`src/rtl/regfile_multiport_pkg.sv`:
```
// Shared types and helpers for the multi-port register file.
package regfile_pkg;

  // Sequencer state: clearing the array, or open for normal access.
  typedef enum logic {
    RF_CLEAR = 1'b0,
    RF_READY = 1'b1
  } rf_state_e;

  // Bit positions in the err vector.
  localparam int ERR_RANGE = 0;
  localparam int ERR_COLL  = 1;
  localparam int ERR_BUSY  = 2;
  localparam int ERR_W     = 3;

  // Low bit of field 'port' in a flattened bus of 'width'-bit fields.
  function automatic int unsigned fld_lo(input int unsigned port, input int unsigned width);
    return port * width;
  endfunction

endpackage

```
`src/rtl/regfile_clear_seq.sv`:
```
// Post-reset clear sequencer: walks clr_idx over every entry, then opens the array.
module regfile_clear_seq
  import regfile_pkg::*;
#(
  parameter  int DEPTH = 32,
  localparam int AW    = $clog2(DEPTH)
) (
  input  logic          clk,
  input  logic          reset,
  output logic          clr_we,
  output logic [AW-1:0] clr_idx,
  output logic          ready
);

  rf_state_e     state, state_nxt;
  logic [AW-1:0] idx_nxt;

  // State, index and the registered ready flag.
  always_ff @(posedge clk) begin
    if (reset) begin
      state   <= RF_CLEAR;
      clr_idx <= '0;
      ready   <= 1'b0;
    end else begin
      state   <= state_nxt;
      clr_idx <= idx_nxt;
      ready   <= (state_nxt == RF_READY);
    end
  end

  // Next-state: one entry cleared per cycle; the last entry hands over to READY.
  always_comb begin
    state_nxt = state;
    idx_nxt   = clr_idx;
    clr_we    = 1'b0;
    case (state)
      RF_CLEAR: begin
        clr_we  = 1'b1;
        idx_nxt = clr_idx + 1'b1;
        if (clr_idx == AW'(DEPTH - 1)) begin
          state_nxt = RF_READY;
          idx_nxt   = '0;
        end
      end
      RF_READY: state_nxt = RF_READY;
      default:  state_nxt = RF_CLEAR;
    endcase
  end

endmodule

```
`src/rtl/regfile_multiport.sv`:
```
// Multi-port register file: registered reads, optional write bypass, zero register,
// post-reset clear and per-cycle error pulses for the hazard logic.
module regfile_multiport
  import regfile_pkg::*;
#(
  parameter  int DW       = 32,
  parameter  int DEPTH    = 32,
  parameter  int NUM_RD   = 2,
  parameter  int NUM_WR   = 2,
  parameter  int BYPASS   = 1,
  parameter  int ZERO_REG = 1,
  localparam int AW       = $clog2(DEPTH)
) (
  input  logic                 clk,
  input  logic                 reset,
  input  logic [NUM_RD-1:0]    rd_en,
  input  logic [NUM_RD*AW-1:0] rd_addr,
  output logic [NUM_RD*DW-1:0] rd_data,
  input  logic [NUM_WR-1:0]    wr_en,
  input  logic [NUM_WR*AW-1:0] wr_addr,
  input  logic [NUM_WR*DW-1:0] wr_data,
  output logic                 ready,
  output logic [ERR_W-1:0]     err
);

  // AW+1 bits so DEPTH itself is representable when it is a power of two.
  localparam logic [AW:0] DEPTH_V = (AW+1)'(DEPTH);

  logic [DW-1:0] mem [DEPTH];

  logic          clr_we;
  logic [AW-1:0] clr_idx;

  logic [NUM_RD-1:0][AW-1:0] ra;
  logic [NUM_WR-1:0][AW-1:0] wa;
  logic [NUM_WR-1:0][DW-1:0] wd;

  logic [NUM_RD-1:0] rd_oor;   // enabled read beyond the array
  logic [NUM_WR-1:0] wr_oor;   // enabled write beyond the array
  logic [NUM_WR-1:0] wr_ok;    // enabled write that actually lands in the array
  logic              wr_coll;
  logic [ERR_W-1:0]  err_nxt;

  regfile_clear_seq #(.DEPTH(DEPTH)) u_clr (
    .clk     (clk),
    .reset   (reset),
    .clr_we  (clr_we),
    .clr_idx (clr_idx),
    .ready   (ready)
  );

  // Write-port decode: legality and the filtered enables used by array and bypass.
  for (genvar w = 0; w < NUM_WR; w++) begin : g_wr
    assign wa[w]     = wr_addr[fld_lo(w, AW) +: AW];
    assign wd[w]     = wr_data[fld_lo(w, DW) +: DW];
    assign wr_oor[w] = wr_en[w] && ({1'b0, wa[w]} >= DEPTH_V);
    assign wr_ok[w]  = wr_en[w] && !wr_oor[w] && !((ZERO_REG != 0) && (wa[w] == '0));
  end

  if (NUM_WR > 1) begin : g_coll
    assign wr_coll = wr_en[0] && wr_en[1] && (wa[0] == wa[1]);
  end else begin : g_nocoll
    assign wr_coll = 1'b0;
  end

  // Array update: clear walk until ready, then the write ports in ascending order
  // so the higher port wins a collision.
  always_ff @(posedge clk) begin
    if (!reset) begin
      if (!ready) begin
        if (clr_we) mem[clr_idx] <= '0;
      end else begin
        for (int w = 0; w < NUM_WR; w++)
          if (wr_ok[w]) mem[wa[w]] <= wd[w];
      end
    end
  end

  // Read ports: each has its own mux and output register.
  for (genvar p = 0; p < NUM_RD; p++) begin : g_rd
    logic [DW-1:0] nxt;
    logic [DW-1:0] q;
    logic          zero_hit;

    assign ra[p]     = rd_addr[fld_lo(p, AW) +: AW];
    assign rd_oor[p] = rd_en[p] && ({1'b0, ra[p]} >= DEPTH_V);
    assign zero_hit  = (ZERO_REG != 0) && (ra[p] == '0);

    // Read mux: out-of-range and zero register give 0; a same-cycle write
    // to the address is forwarded when bypass is on (last matching port wins).
    always_comb begin
      nxt = '0;
      if (({1'b0, ra[p]} < DEPTH_V) && !zero_hit) begin
        nxt = mem[ra[p]];
        if (BYPASS != 0) begin
          for (int w = 0; w < NUM_WR; w++)
            if (wr_ok[w] && (wa[w] == ra[p])) nxt = wd[w];
        end
      end
    end

    // Output register: forced to 0 while clearing, holds when the port is idle.
    always_ff @(posedge clk) begin
      if (reset || !ready) q <= '0;
      else if (rd_en[p])   q <= nxt;
    end

    assign rd_data[fld_lo(p, DW) +: DW] = q;
  end

  // Error flags for the coming cycle; range and collision only count once open.
  always_comb begin
    err_nxt            = '0;
    err_nxt[ERR_RANGE] = ready && ((|rd_oor) || (|wr_oor));
    err_nxt[ERR_COLL]  = ready && wr_coll;
    err_nxt[ERR_BUSY]  = !ready && ((|rd_en) || (|wr_en));
  end

  // Registered, non-sticky error pulses.
  always_ff @(posedge clk) begin
    if (reset) err <= '0;
    else       err <= err_nxt;
  end

endmodule
```
`config.mk`:
```
export PLATFORM = sky130hd
export DESIGN_NAME = regfile_multiport
export DESIGN_NICKNAME = d
export VERILOG_FILES = /design/src/rtl/regfile_multiport_pkg.sv /design/src/rtl/regfile_clear_seq.sv /design/src/rtl/regfile_multiport.sv
export SDC_FILE = /design/constraint.sdc
export NUM_CORES = 2
export LEC_CHECK = 0
export CAP_MARGIN = 20
export CORE_UTILIZATION = 50
export DETAILED_ROUTE_END_ITERATION = 10
export DONT_BUFFER_PORTS = 1
export REMOVE_ABC_BUFFERS = 1
export SYNTH_ARGS = -nofsm -noshare
export SYNTH_HDL_FRONTEND = slang
export SYNTH_SLANG_ARGS = --single-unit
```
`constraint.sdc`:
```
create_clock -name clk -period 6.9 [get_ports clk]
set_input_delay 2.07 -clock clk [delete_from_list [all_inputs] [get_ports clk]]
set_output_delay 2.07 -clock clk [all_outputs]
set_load 0.02 [all_outputs]
```
Yosys cells after proc, flatten, opt, wreduce, memory -nomap -nowiden:

Memory sizes are Yosys's and may differ from the RTL's.
Cells that the tools add are included.

* divide/modulo/power cells: 0
* add/subtract/negate cells: 1
* eq/ne operators: 6
* shift-type cells: 0
* multiplexer cells: 23
* magnitude comparators: 0
* reduce and logical (&&, ||, !) cells: 22
* multiply operators: 0
* bitwise gates (word level): 1

Operators by type and width (count)
* two-way mux 32 bit: 7
* OR reduction 32 bit: 1
* == test 5 bit: 5
* logical NOT 5 bit: 4
* two-way mux 1 bit: 13
* logical AND 1 bit: 10
* two-way mux 5 bit: 2
* adder 5 x 1 -> 5 bit, second input constant: 1
* == test 5 bit, second input constant: 1
* OR reduction 2 bit: 2
* logical NOT 1 bit: 3
* logical OR 1 bit: 2
* case mux 1 bit (2 select lines): 1
* NOT 1 bit: 1

* RAM bits: 1024
* output and inout port bits: 68
* bits in registers: 73
* memories kept: 1
* bits in latches: 0
* ROM bits: 0

Memory list
* mem: words 32, width 32, read ports 2, clocked after Yosys merged registers in 0, write ports 2, RTL line regfile_multiport.sv:29 `logic [DW-1:0] mem [DEPTH];`

Logic depth before layout (Yosys ltp):

* depth in word-level cells: 9
* mapped depth: 10

Modules after synthesis:

A second synthesis with hierarchy kept.

* cell total of the unflattened synthesis: 5727
* area total of the unflattened synthesis: 63465.9 um^2

Modules (own cells, without submodules)
* regfile_multiport: area an instance 63196.9 um^2, instances 1, cells each 5698
* regfile_clear_seq: area an instance 269.0 um^2, instances 1, cells each 29

Least setup slack after synthesis:

Ideal clock, no wire load.

* path type: input to register
* start: input reset
* end: memory mem[1][0] (enable)
* setup time: 0.433 ns
* arrival time: 5.327 ns
* buffers on the path: 3
* stages: 8
* data required time: 6.467 ns
* setup slack: 1.140 ns
* cells stage by stage: nand2b_1 > clkbuf_1 > a211oi_1 > buf_2 > buf_2 > mux2i_1 > nand2_1 > o22ai_1

RTL lines
* start: declaration: RTL line regfile_multiport.sv:15 `input logic reset,`
* end: declaration: RTL line regfile_multiport.sv:29

Worst setup path in the final report:

* start: input rd_addr[7]
* end: register g_rd[1].q[30]

* cells in the longest elaborated chain, start to end: 5
* elaborated cells between the ends (all ways): 9

RTL lines
* start: declaration: RTL line regfile_multiport.sv:17 `input logic [NUM_RD*AW-1:0] rd_addr,`
* parallel branches: the longest is 4 deep, another holds memory (32 x 32 bit)
* two-way mux 32 bit (*): RTL line regfile_multiport.sv:93 `if (({1'b0, ra[p]} < DEPTH_V) && !zero_hit) begin`
* end signal: assignment: RTL line regfile_multiport.sv:105 `else if (rd_en[p]) q <= nxt;`
* end: declaration: RTL line regfile_multiport.sv:82 `logic [DW-1:0] q;`

Every way passes the cells marked *.
A chain may end at the register's enable or synchronous reset.

==> flow_metrics.tcl <==
set metrics [dict create \
    die_x_um 356 \
    cts_made_buffers 130 \
    yosysSeqAreaShare_pct 51.4 \
    io_buffers 0 \
    violations "design-rule violations" \
    grt_overflow 0 \
    path_cells "inv_1 -> nand2_4 -> o221ai_1 -> o22ai_1 -> nor3_1 -> o21a_1" \
    synthesis.area_um2 62600 \
    hold_ws_ns 0.586 \
    worst_path_largest_cell_delay_ns 0.84 \
    synth-async-reset-ratio_pct 0 \
    nets 5387 \
    die_h_um 356 \
    synth.avg_cell_area_um2 11.0 \
    hold_end "u_clr.clr_idx[1]" \
    clkSinkCount 1096 \
    worst-path-buf-inv 1 \
    area_delta_synth_final_pct 9.55 \
    row_count 129 \
    critPathSlowestCell "o221ai_1" \
    vias 49600 \
    antenna_found_initial 8 \
    r2r-end "mem[4][5]" \
    crit_required_ns 7.62 \
    drv_cap 0 \
    cts_tree "built" \
    total_power_w 0.0150 \
    hpwlAfterDp_mm 146 \
    maxSlewViolCount 0 \
    final_util_pct 55.4 \
    ys_warn_count 0 \
    timing.fmax_ghz 0.205 \
    grt_pass1_wl_mm 350 \
    min_period_ns 4.87 \
    vdd_drop_max_mv 0.280 \
    detail-route-antenna-nets 0 \
    initial_core_util_pct 50.5 \
    root_buffer "clkbuf_16" \
    start_kind "primary input" \
    placedCellCount 6794 \
    hold_path.class "flip-flop to flip-flop" \
    min-delay-start "u_clr.clr_idx[1]" \
    io-pin-count 158 \
    finalHoldViolCount 0 \
    gp_congestion 0.929 \
    synth_seq_cells 1096 \
    power_density_nw_per_um2 218 \
    setup_viol 0 \
    via_per_inst 7.05 \
    whs_path_depth 2 \
    r2r_cells 8 \
    end_kind "flip-flop" \
    cts_resized 0 \
    dr.pass1.iters 11 \
    tightest_slew_ns 1.19 \
    routedWlPerCell_um 35.2 \
    clock_skew_ns 0.0311 \
    yosysMostFrequentCell "nand2_1" \
    synth_edf_count 1024 \
    cts_htree_levels 4 \
    drive_gt1_share_pct 15.1 \
    clk_pin_slew_ns 0.06 \
    period_share_pct 70.6 \
    r2r_start "u_clr.state" \
    ys.flop_type "edfxtp_1" \
    hold_buffers 0 \
    grt_max_degree 255 \
    synth_area_leader_cell "edfxtp_1" \
    synth_common_cells "1104 x nand2_1, 1075 x o21ai_0, 1024 x edfxtp_1, 532 x clkbuf_1, 347 x mux2i_1" \
    ys_types 59 \
    status "finished, violations left" \
    post-cts-setup-buffer-count 0 \
    clk_latency_ns 0.80 \
    track_usage_pct 39.0 \
    synth_top_area_share_pct 49.1 \
    core_um2 124000 \
    crit_fanout 254 \
    crit_family "simple AND/OR/NAND/NOR gates" \
    r2r_slack_ns 2.78 \
    drc_errors 12 \
    synth.area.top_cells "edfxtp_1 49%, mux4_2 12%, o21ai_0 8.6%" \
    drt_iter0_drc 7464 \
    grt_pass1_vias 47000 \
    max_slew_margin_pct 20.7 \
    finalWirelength_mm 248 \
    cp.arrival_ns 5.59 \
    crit_type "primary input to flip-flop" \
    dieArea_um2 127000 \
    p_leak_nw 23.9 \
    rsz0062_at_grt "no" \
    fin_cells 7039 \
    netlist_instances 5679 \
    clockBufferDepth 3 \
]
-- worst max-delay path by stage --
stage                          start             to  slack, ns  cells past startpoint
after floorplan                reset     mem[13][0]      -1.10                      4
after global placement    wr_addr[8]      mem[4][3]       1.48                      6
after detailed placement  wr_addr[8]      mem[4][3]       1.43                      6
after CTS                 wr_addr[8]      mem[4][5]       2.24                      6
after global routing      wr_addr[8]      mem[4][5]       2.14                      6
final                     rd_addr[7]  g_rd[1].q[30]       2.03                      6
-- flip-flops by register name (all words and copies together) (netlist names) --
| register | cells |
|---|---|
| err | 2 |
| u_clr.clr_idx | 5 |
| u_clr.state | 1 |
| mem | 1024 |
| g_rd.q | 64 |
-- layer usage --
metal | routed length [µm] | vias up | GRT usage (%)
li1 | - | 20800 | -
met1 | 89000 | 24400 | 50.2
met2 | 110000 | 3647 | 59.0
met3 | 31700 | 766 | 10.1
met4 | 17200 | 4 | 23.9
met5 | 31 | - | 0
-- logic make-up after synthesis --
logic type                 synth area share [%]
and+or+nand+nor                            8.66
buffers and inverters                      4.76
other                                   0.00599
DFF                                        51.4
adders and majority gates                0.0399
xor gates and xnor gates                  0.350
muxes                                      18.4
AOI/OAI and AO/OA                          16.4
-- per-stage QoR --
stage | setup TNS (ns) | setup slack [ns] | cell area, µm²
after floorplan | -1098.03 | -1.10 | 59900
after global placement | 0 | 1.48 | 64100
after detailed placement | 0 | 1.43 | 64300
after CTS | 0 | 2.24 | 68500
after global routing | 0 | 2.14 | 68600
final | 0 | 2.03 | 68600
-- cell type report --
cell class | instances | area (µm²)
timing repair buffer | 155 | 1650
tap | 1637 | 2050
sequential | 1096 | 32200
antenna | 3 | 7.51
fill | 10300 | 55300
multi-input combinational | 3839 | 28300
clock inverter | 66 | 664
clock buffer | 170 | 3510
inverter | 73 | 274
-- placed cells by master, fill, tap and decap left out, types with 64 or more instances in the layout --
master	netlist	layout
mux4_2	327	327
clkbuf_16	0	135
buf_4	4	121
inv_1	73	70
nor3_1	68	68
dfxtp_1	72	72
mux2i_1	347	347
o22ai_1	95	64
o221ai_1	124	124
edfxtp_1	1024	1024
o21ai_0	1075	1073
nand2_1	1104	1103
a21oi_1	161	160
-- worst register-to-register path, stage by stage, from the launching register on --
cell	delay, ns
dfxtp_1	0.76
nand2b_2	0.19
a211oi_4	0.51
buf_4	0.48
nand2_1	0.11
nand2_1	0.14
nand2_1	0.26
o22ai_4	0.96
buf_4	0.39
-- report_power, final --
part	switching [W]	internal (W)	total, W	leakage [nW]
Sequential	0.0000193	0.00720	0.00722	11.6
Combinational	0.000445	0.000368	0.000813	10.3
Clock	0.00293	0.00401	0.00694	2.03
No activity file was read; power rests on OpenSTA's default activity.
